===== src/rtl/icache_fill_ctrl.sv =====
// Direct-mapped instruction cache with a line-fill read initiator.
// Hits are served combinationally; misses stall the CPU while four words are fetched.
module icache_fill_ctrl #(
  parameter int ADDR_W       = 8,
  parameter int IDX_W        = 3,
  parameter int WORDS_PER_LN = 4
) (
  input  logic              clock,
  input  logic              reset,
  input  logic              cpu_read,
  input  logic [ADDR_W-1:0] cpu_address,
  output logic [31:0]       cpu_instruction,
  output logic              cpu_busywait,
  output logic              mem_read,
  output logic [ADDR_W-1:0] mem_address,
  input  logic [31:0]       mem_readdata,
  input  logic              mem_busywait
);

  localparam int TAG_W  = ADDR_W - 4 - IDX_W;
  localparam int NLINES = 1 << IDX_W;
  localparam int WORD_W = 2;

  typedef enum logic [1:0] {
    S_IDLE,
    S_MEM_READ,
    S_MEM_GAP,
    S_UPDATE
  } state_t;

  state_t            state_q, state_d;
  logic [TAG_W-1:0]  ltag_q, ltag_d;
  logic [IDX_W-1:0]  lidx_q, lidx_d;
  logic [WORD_W-1:0] cnt_q, cnt_d;
  logic [NLINES-1:0] valid_q;

  logic [31:0]       line_buf_q [WORDS_PER_LN];
  logic [31:0]       data_arr_q [NLINES][WORDS_PER_LN];
  logic [TAG_W-1:0]  tag_arr_q  [NLINES];

  logic [TAG_W-1:0]  tag_s;
  logic [IDX_W-1:0]  idx_s;
  logic [WORD_W-1:0] word_s;
  logic              hit;
  logic              word_done;
  logic [1:0]        unused_byte_bits;

  assign tag_s            = cpu_address[ADDR_W-1 -: TAG_W];
  assign idx_s            = cpu_address[IDX_W+3:4];
  assign word_s           = cpu_address[3:2];
  assign unused_byte_bits = cpu_address[1:0];

  assign hit       = cpu_read & valid_q[idx_s] & (tag_arr_q[idx_s] == tag_s);
  assign word_done = (state_q == S_MEM_READ) & ~mem_busywait;

  always_ff @(posedge clock or negedge reset) begin
    if (!reset) begin
      state_q <= S_IDLE;
      ltag_q  <= '0;
      lidx_q  <= '0;
      cnt_q   <= '0;
      valid_q <= '0;
    end else begin
      state_q <= state_d;
      ltag_q  <= ltag_d;
      lidx_q  <= lidx_d;
      cnt_q   <= cnt_d;
      if (state_q == S_UPDATE) begin
        valid_q[lidx_q] <= 1'b1;
      end
    end
  end

  // Tag/data arrays and the line buffer carry no reset; valid bits alone gate their use.
  always_ff @(posedge clock) begin
    if (word_done) begin
      line_buf_q[cnt_q] <= mem_readdata;
    end
    if (state_q == S_UPDATE) begin
      data_arr_q[lidx_q] <= line_buf_q;
      tag_arr_q[lidx_q]  <= ltag_q;
    end
  end

  always_comb begin
    state_d = state_q;
    ltag_d  = ltag_q;
    lidx_d  = lidx_q;
    cnt_d   = cnt_q;
    case (state_q)
      S_IDLE: begin
        if (cpu_read && !hit) begin
          ltag_d  = tag_s;
          lidx_d  = idx_s;
          cnt_d   = '0;
          state_d = S_MEM_READ;
        end
      end
      S_MEM_READ: begin
        if (!mem_busywait) begin
          if (cnt_q == WORD_W'(WORDS_PER_LN - 1)) begin
            state_d = S_UPDATE;
          end else begin
            cnt_d   = cnt_q + WORD_W'(1);
            state_d = S_MEM_GAP;
          end
        end
      end
      S_MEM_GAP: state_d = S_MEM_READ;
      S_UPDATE:  state_d = S_IDLE;
      default:   state_d = S_IDLE;
    endcase
  end

  always_comb begin
    cpu_busywait    = 1'b0;
    cpu_instruction = '0;
    mem_read        = 1'b0;
    mem_address     = '0;
    case (state_q)
      S_IDLE: begin
        if (hit) begin
          cpu_instruction = data_arr_q[idx_s][word_s];
        end else if (cpu_read) begin
          cpu_busywait = 1'b1;
        end
      end
      S_MEM_READ: begin
        cpu_busywait = 1'b1;
        mem_read     = 1'b1;
        mem_address  = {ltag_q, lidx_q, cnt_q, 2'b00};
      end
      S_MEM_GAP: cpu_busywait = 1'b1;
      S_UPDATE:  cpu_busywait = 1'b1;
      default:   cpu_busywait = 1'b0;
    endcase
  end

endmodule


===== config.mk =====
export PLATFORM = sky130hd
export DESIGN_NAME = icache_fill_ctrl
export DESIGN_NICKNAME = d
export VERILOG_FILES = /design/src/rtl/icache_fill_ctrl.sv
export SDC_FILE = /design/constraint.sdc
export NUM_CORES = 1
export LEC_CHECK = 0
export CAP_MARGIN = 20
export CORE_MARGIN = 5
export CORE_UTILIZATION = 45
export DETAILED_ROUTE_END_ITERATION = 8
export PLACE_DENSITY = 0.69
export SETUP_SLACK_MARGIN = 0.5
export SLEW_MARGIN = 10
export SYNTH_ARGS = -nofsm -noshare
export SYNTH_HDL_FRONTEND = slang
export SYNTH_SLANG_ARGS = --single-unit

===== constraint.sdc =====
create_clock -name clock -period 12.3 [get_ports clock]
set_input_delay 2.46 -clock clock [delete_from_list [all_inputs] [get_ports clock]]
set_output_delay 2.46 -clock clock [all_outputs]
set_load 0.01 [all_outputs]

==> results.md, run 1 <==
* Status: completed
* Worst-path clk slew at 0.06 ns
* DRT iter0 DRCs at between 2k and 2.5k
* Worst hold path depth at 1
* Placed Area at 46600 um2
* Maximum clock path buffer count at 3
* Final TNS setup at 0 ns
* Unrepaired setup endpoints after global routing: false
* Yosys reg bits at 1176
* Crit Path Category: in -> out
* CTS tree: yes
* Library cells used by synthesis at 38
* HP Class: reg -> reg
* Worst path top cell family by delay: buffers and inverters
* ANT nets after route at 0
* Worst path bufs/invs at 4
* FFs w/ async S/R, synth at 0.0136
* Hold Violations, Final at 0
* Synth Flop Type: edfxtp_1
* Syn Area/Cell at 20.6 um2
* Slowest Stage Delay on Critical Path at around 0.90 ns
* Sequential fraction of the synthesis area at 0.795
* Fin crit period at between 9 and 10 ns
* First-pass GRT wire length at 145 mm
* Initial antenna violation count at 8
* Cell area after layout at 50300 um2
* Pwr Density at 179 nW/um2
* Port bufs at 81
* Worst-Skew Late Latency at 0.68 ns
* Max frequency at around 0.11 GHz
* MaxCap Viol Count at 0
* Clk Tree Root Cell: clkbuf_16
* Relative slew slack at 0.274
* EDFF count, synth at 1160
* # setup viols final at 0
* Post-CTS Resized at 0
* Setup Fix Bufs, Post-CTS at 0
* Post-route DRC at 0
* Post-synth top cells: edfxtp_1, mux2i_1, mux4_2
* Share of cells above drive strength 1 at 0.151
* Critical Path AT at 6.80 ns
* Post-CTS Hold Buffers at 0
* Vias per cell at just under 6
* Crit path required time at between 9 and 10 ns
* Period utilization at 0.752
* Final cell count without fillers at 3635
* DP HPWL at 46.8 mm
* Die ar. at 105000 um2
* CP dominant cell by count: buf_4
* Global route overflow at 0
* Initial Utilization at 0.452
* GRT Resource Usage Total at 0.188
* VDD IR max at 0.127 mV
* I/O Pins at 86
* CP startpoint kind: input pin
* Clock skew at between 0.015 and 0.02 ns
* Synth top area cells: edfxtp_1, mux4_2, mux2i_1, a221oi_1, dfrtp_1
* Die Height at 324 um
* DR WL/cell at between 20 and 30 um
* Fillers at 7551
* Final slew viol count at 0
* Critical path depth at 9
* Row count at around 120
* Crit end category: output port
* Num CTS Buffers at between 100 and 150
* Post-layout nets at 2300
* Total clock sinks at 1176
* Pin slew with the least headroom to its limit at roughly 1.1 ns
* CTS H-Tree Depth at 3
* Synth top area share at 0.786
* Count leader, synth: edfxtp_1
* Largest net degree at the start of global routing at 131
* Ys Warns at 0
* Yosys top cell by area: edfxtp_1
* Routed WL at just under 100 mm
* Routability cong. at a little over 0.7
* Post-layout power at 9.03 mW
* Peak fanout along the critical path at 52
* Syn Std Cell Area at about 44000 um2
* Die X at 324 um
* Placed cells at ~3.4k
* Static Leakage at between 15 and 20 nW
* Cell depth of the worst flop-to-flop path at 5
* Core Util, Final at 0.513
* Critical path cell sequence: buf_6 > buf_4 > and2_4 > buf_4 > a221oi_1 > a22oi_1 > nand3_1 > and3_1 > clkdlybuf4s50_1
* Gate Count Post-Synth at 2149
* Critical Path Slowest Stage Cell: and2_4
* DR vias at around 22k
* Layout overhead on the synthesized area at 13.5%
* CORE AREA at 98100 um2
* Number of global-route vias before repair at 22.2k
* Initial DRT Pass Iterations at 5
## path summary, 6_finish.rpt
check                               start             endpoint  slack [ns]
max                        cpu_address[5]  cpu_instruction[27]        3.04
min                            valid_q[7]           valid_q[7]        0.47
max reg2reg                    state_q[1]    data_arr_q[1][50]        8.31
min reg2reg                    valid_q[7]           valid_q[7]        0.47
max in group asynchronous           reset               ltag_q        9.57
min in group asynchronous           reset            lidx_q[2]        2.25
## cell type report
class / instances / area, um2 / area share
Timing Repair Buffer: 115 / 1150 / 0.0229
Tap cell: 1287 / 1610 / 0.0320
Clock inverter: 69 / 848 / 0.0169
Multi-Input combinational cell: 845 / 8590 / 0.171
Sequential cell: 1176 / 35200 / 0.700
Inverter: 6 / 22.5 / 0.000448
Antenna cell: 4 / 10.0 / 0.000199
Clock buffer: 133 / 2850 / 0.0566
## cell families after synthesis
kind of cell             Yosys count  synth area share
adder cells (fa/ha/maj)            4           0.00113
AND/OR/NAND/NOR                  177            0.0207
XOR/XNOR                           1          0.000198
buffers and inverters            129            0.0134
AO/OA/AOI/OAI                    267            0.0432
other                              1         0.0000846
multiplexers                     394             0.126
flip-flops                      1176             0.795
## cell usage in the layout, fill, tap and decap left out, drive strengths merged, types with 7 or more instances in the layout
cell type	count
clkbuf	133
nor2	45
o21ai	66
a22oi	32
a221oi	129
and2	9
a21oi	34
and3	32
bufinv	19
mux4	131
mux2i	259
nor3	39
nand3	33
or2	8
edfxtp	1160
inv	7
clkdlybuf4s50	76
clkinv	46
dfrtp	16
buf	39
## power by group
part	switching [mW]	internal (mW)
logic	0.460	0.236
registers	0.137	4.75
clock network	1.40	2.04
## routing by layer
metal	routed length, um	up-vias	GRT usage
met5	25	-	0
met4	1890	4	0.0412
met3	8110	157	0.0380
met2	48600	872	0.307
met1	40900	11400	0.266
li1	-	9192	-
## through the flow
step,worst slack (ns),hold slack [ns]
floorplan,1.75,0.434
global placement,3.11,0.446
detailed placement,3.09,0.453
CTS,3.07,0.473
global route,2.86,0.480
finish,3.04,0.470
## flip-flops by register name, summed over array words and instances, names as in the netlist
signal      cells
cnt_q           2
data_arr_q   1024
lidx_q          3
line_buf_q    128
ltag_q          1
state_q         2
tag_arr_q       8
valid_q         8
Power figures use the tool's default switching activity.
==> run 2: changes to the inputs <==
PLACE_DENSITY = 0.71   (was 0.69)
clock period = 8.33 ns   (was 12.3 ns; I/O delays follow)
==> results.md, run 2 (synthesis results as in run 1) <==
* Post-route DRC at 0
* Initial DRT Pass Iterations at 5
* Row count at 115
* # setup viols final at 0
* Global route overflow at 0
* Layout overhead on the synthesized area at 12.9%
* CP startpoint kind: input pin
* Register area at between 30000 and 40000 um2
* Post-CTS Hold Buffers at 0
* Post-layout nets at 2309
* ANT nets after route at 0
* CTS tree: yes
* Peak fanout along the critical path at between 100 and 150
* Biggest regs: data_arr_q: 1024 flops, line_buf_q: 128 flops
* Static Leakage at 16.2 nW
* HP Class: reg -> reg
* Fin crit period at 6.71 ns
* Die X at 324 um
* Die ar. at 105000 um2
* Setup Fix Bufs, Post-CTS at 0
* Max FFs per register at 1024
* Multi-input logic area at 8600 um2
* Pwr Density at 258 nW/um2
* Num CTS Buffers at between 100 and 150
* DR vias at 22.0k
* Clock skew at roughly 0.020 ns
* Relative slew slack at 0.250
* Port bufs at 81
* Clk Tree Root Cell: clkbuf_16
* Largest net degree at the start of global routing at roughly 130
* Worst-path clk slew at roughly 0.060 ns
* VDD IR max at 0.204 mV
* Critical Path AT at 5.04 ns
* DP HPWL at around 50 mm
* Crit end category: output port
* Routed WL at around 100 mm
* Commonest non-fill, non-tap cell in the layout: edfxtp_1
* Worst-Skew Late Latency at 0.67 ns
* Maximum clock path buffer count at 3
* Vias per cell at 6.06
* I/O Pins at 86
* Status: completed
* Initial antenna violation count at 10
* Crit Path Category: in -> out
* Setup ws final at roughly 1.6 ns
* Final TNS setup at 0 ns
* DP Worst Slack at roughly 1.7 ns
* Fillers at 7591
* Die Height at 324 um
* Hold Violations, Final at 0
* Post-CTS Resized at 0
* Period utilization at 0.805
* Biggest register: data_arr_q
* Placed Area at between 40000 and 50000 um2
* Most frequent cells in the layout: edfxtp_1, mux2i_1, mux4_2
* GRT Resource Usage Total at 0.186
* First-pass GRT wire length at about 140 mm
* Routability cong. at 0.746
* Pin slew with the least headroom to its limit at ~1.1 ns
* DR WL/cell at 27.0 um
* Number of global-route vias before repair at 22.4k
* Cell area after layout at between 50000 and 60000 um2
* Initial Utilization at 0.452
* DRT iter0 DRCs at 2493
* Final slew viol count at 0
* Max frequency at roughly 0.15 GHz
* CTS H-Tree Depth at 3
* Unrepaired setup endpoints after global routing: false
* Crit path required time at 6.66 ns
* Core Util, Final at 0.510
* MaxCap Viol Count at 0
* CORE AREA at 98100 um2
* Share of cells above drive strength 1 at 0.151
* Total clock sinks at approximately 1.2k
-- run 2: cell types whose count changed in the layout (fill, tap and decap cells not counted), sizes merged --
cell / change
buf: +9
bufinv: -11
clkinv: -1
diode: +3
inv: +5
-- run 2: final timing paths --
kind / slack, ns / endpoint / depth (start not counted) / from
max: 1.62 / cpu_instruction[7] / 8 / cpu_address[4]
min reg2reg: 0.47 / valid_q[1] / 1 / valid_q[1]
max in group asynchronous: 6.41 / lidx_q[0] / 1 / reset
max reg2reg: 4.73 / data_arr_q[5][56] / 4 / state_q[1]
min in group asynchronous: 1.44 / cnt_q[1] / 1 / reset
min: 0.47 / valid_q[1] / 1 / valid_q[1]
-- run 2: stage by stage --
stage | hold WS, ns | instances | power [mW]
floorplan | 0.434 | 2150 | 7.92
global placement | 0.449 | 3438 | 8.31
detailed placement | 0.455 | 3438 | 8.37
CTS | 0.470 | 3633 | 13.0
global route | 0.479 | 3634 | 13.3
finish | 0.471 | 3640 | 12.9
-- run 2: where the power goes --
part | internal [mW] | leakage (nW) | switching, mW | total, mW
clock | 2.63 | 1.63 | 2.05 | 4.68
combinational | 0.351 | 3.89 | 0.678 | 1.03
sequential | 7.01 | 10.6 | 0.207 | 7.22
total | 9.99 | 16.2 | 2.94 | 12.9
-- run 2: critical path, stage by stage --
cell and delay, ns:
buf_8 0.46, buf_12 0.74, mux2i_1 0.18, a221oi_1 0.48
o21ai_0 0.17, a21oi_1 0.23, and3_1 0.23, clkdlybuf4s50_1 0.62
-- run 2: routing by layer --
metal | vias up | part of all wire | GRT usage | wire (um)
met5 | - | 0.00013 | 0 | 13
met4 | 2 | 0.027 | 0.0506 | 2650
met3 | 192 | 0.093 | 0.0362 | 9150
met2 | 1095 | 0.47 | 0.298 | 46700
met1 | 11500 | 0.41 | 0.266 | 39900
li1 | 9211 | - | - | -
-- run 2: area by class of cell --
class / instances / area share
sequential: 1176 / 0.704
multi-input combinational: 845 / 0.172
clock buffer: 133 / 0.0559
tap: 1287 / 0.0322
timing repair buffer: 124 / 0.0243
clock inverter: 62 / 0.0106
inverter: 6 / 0.000450
antenna: 7 / 0.000350
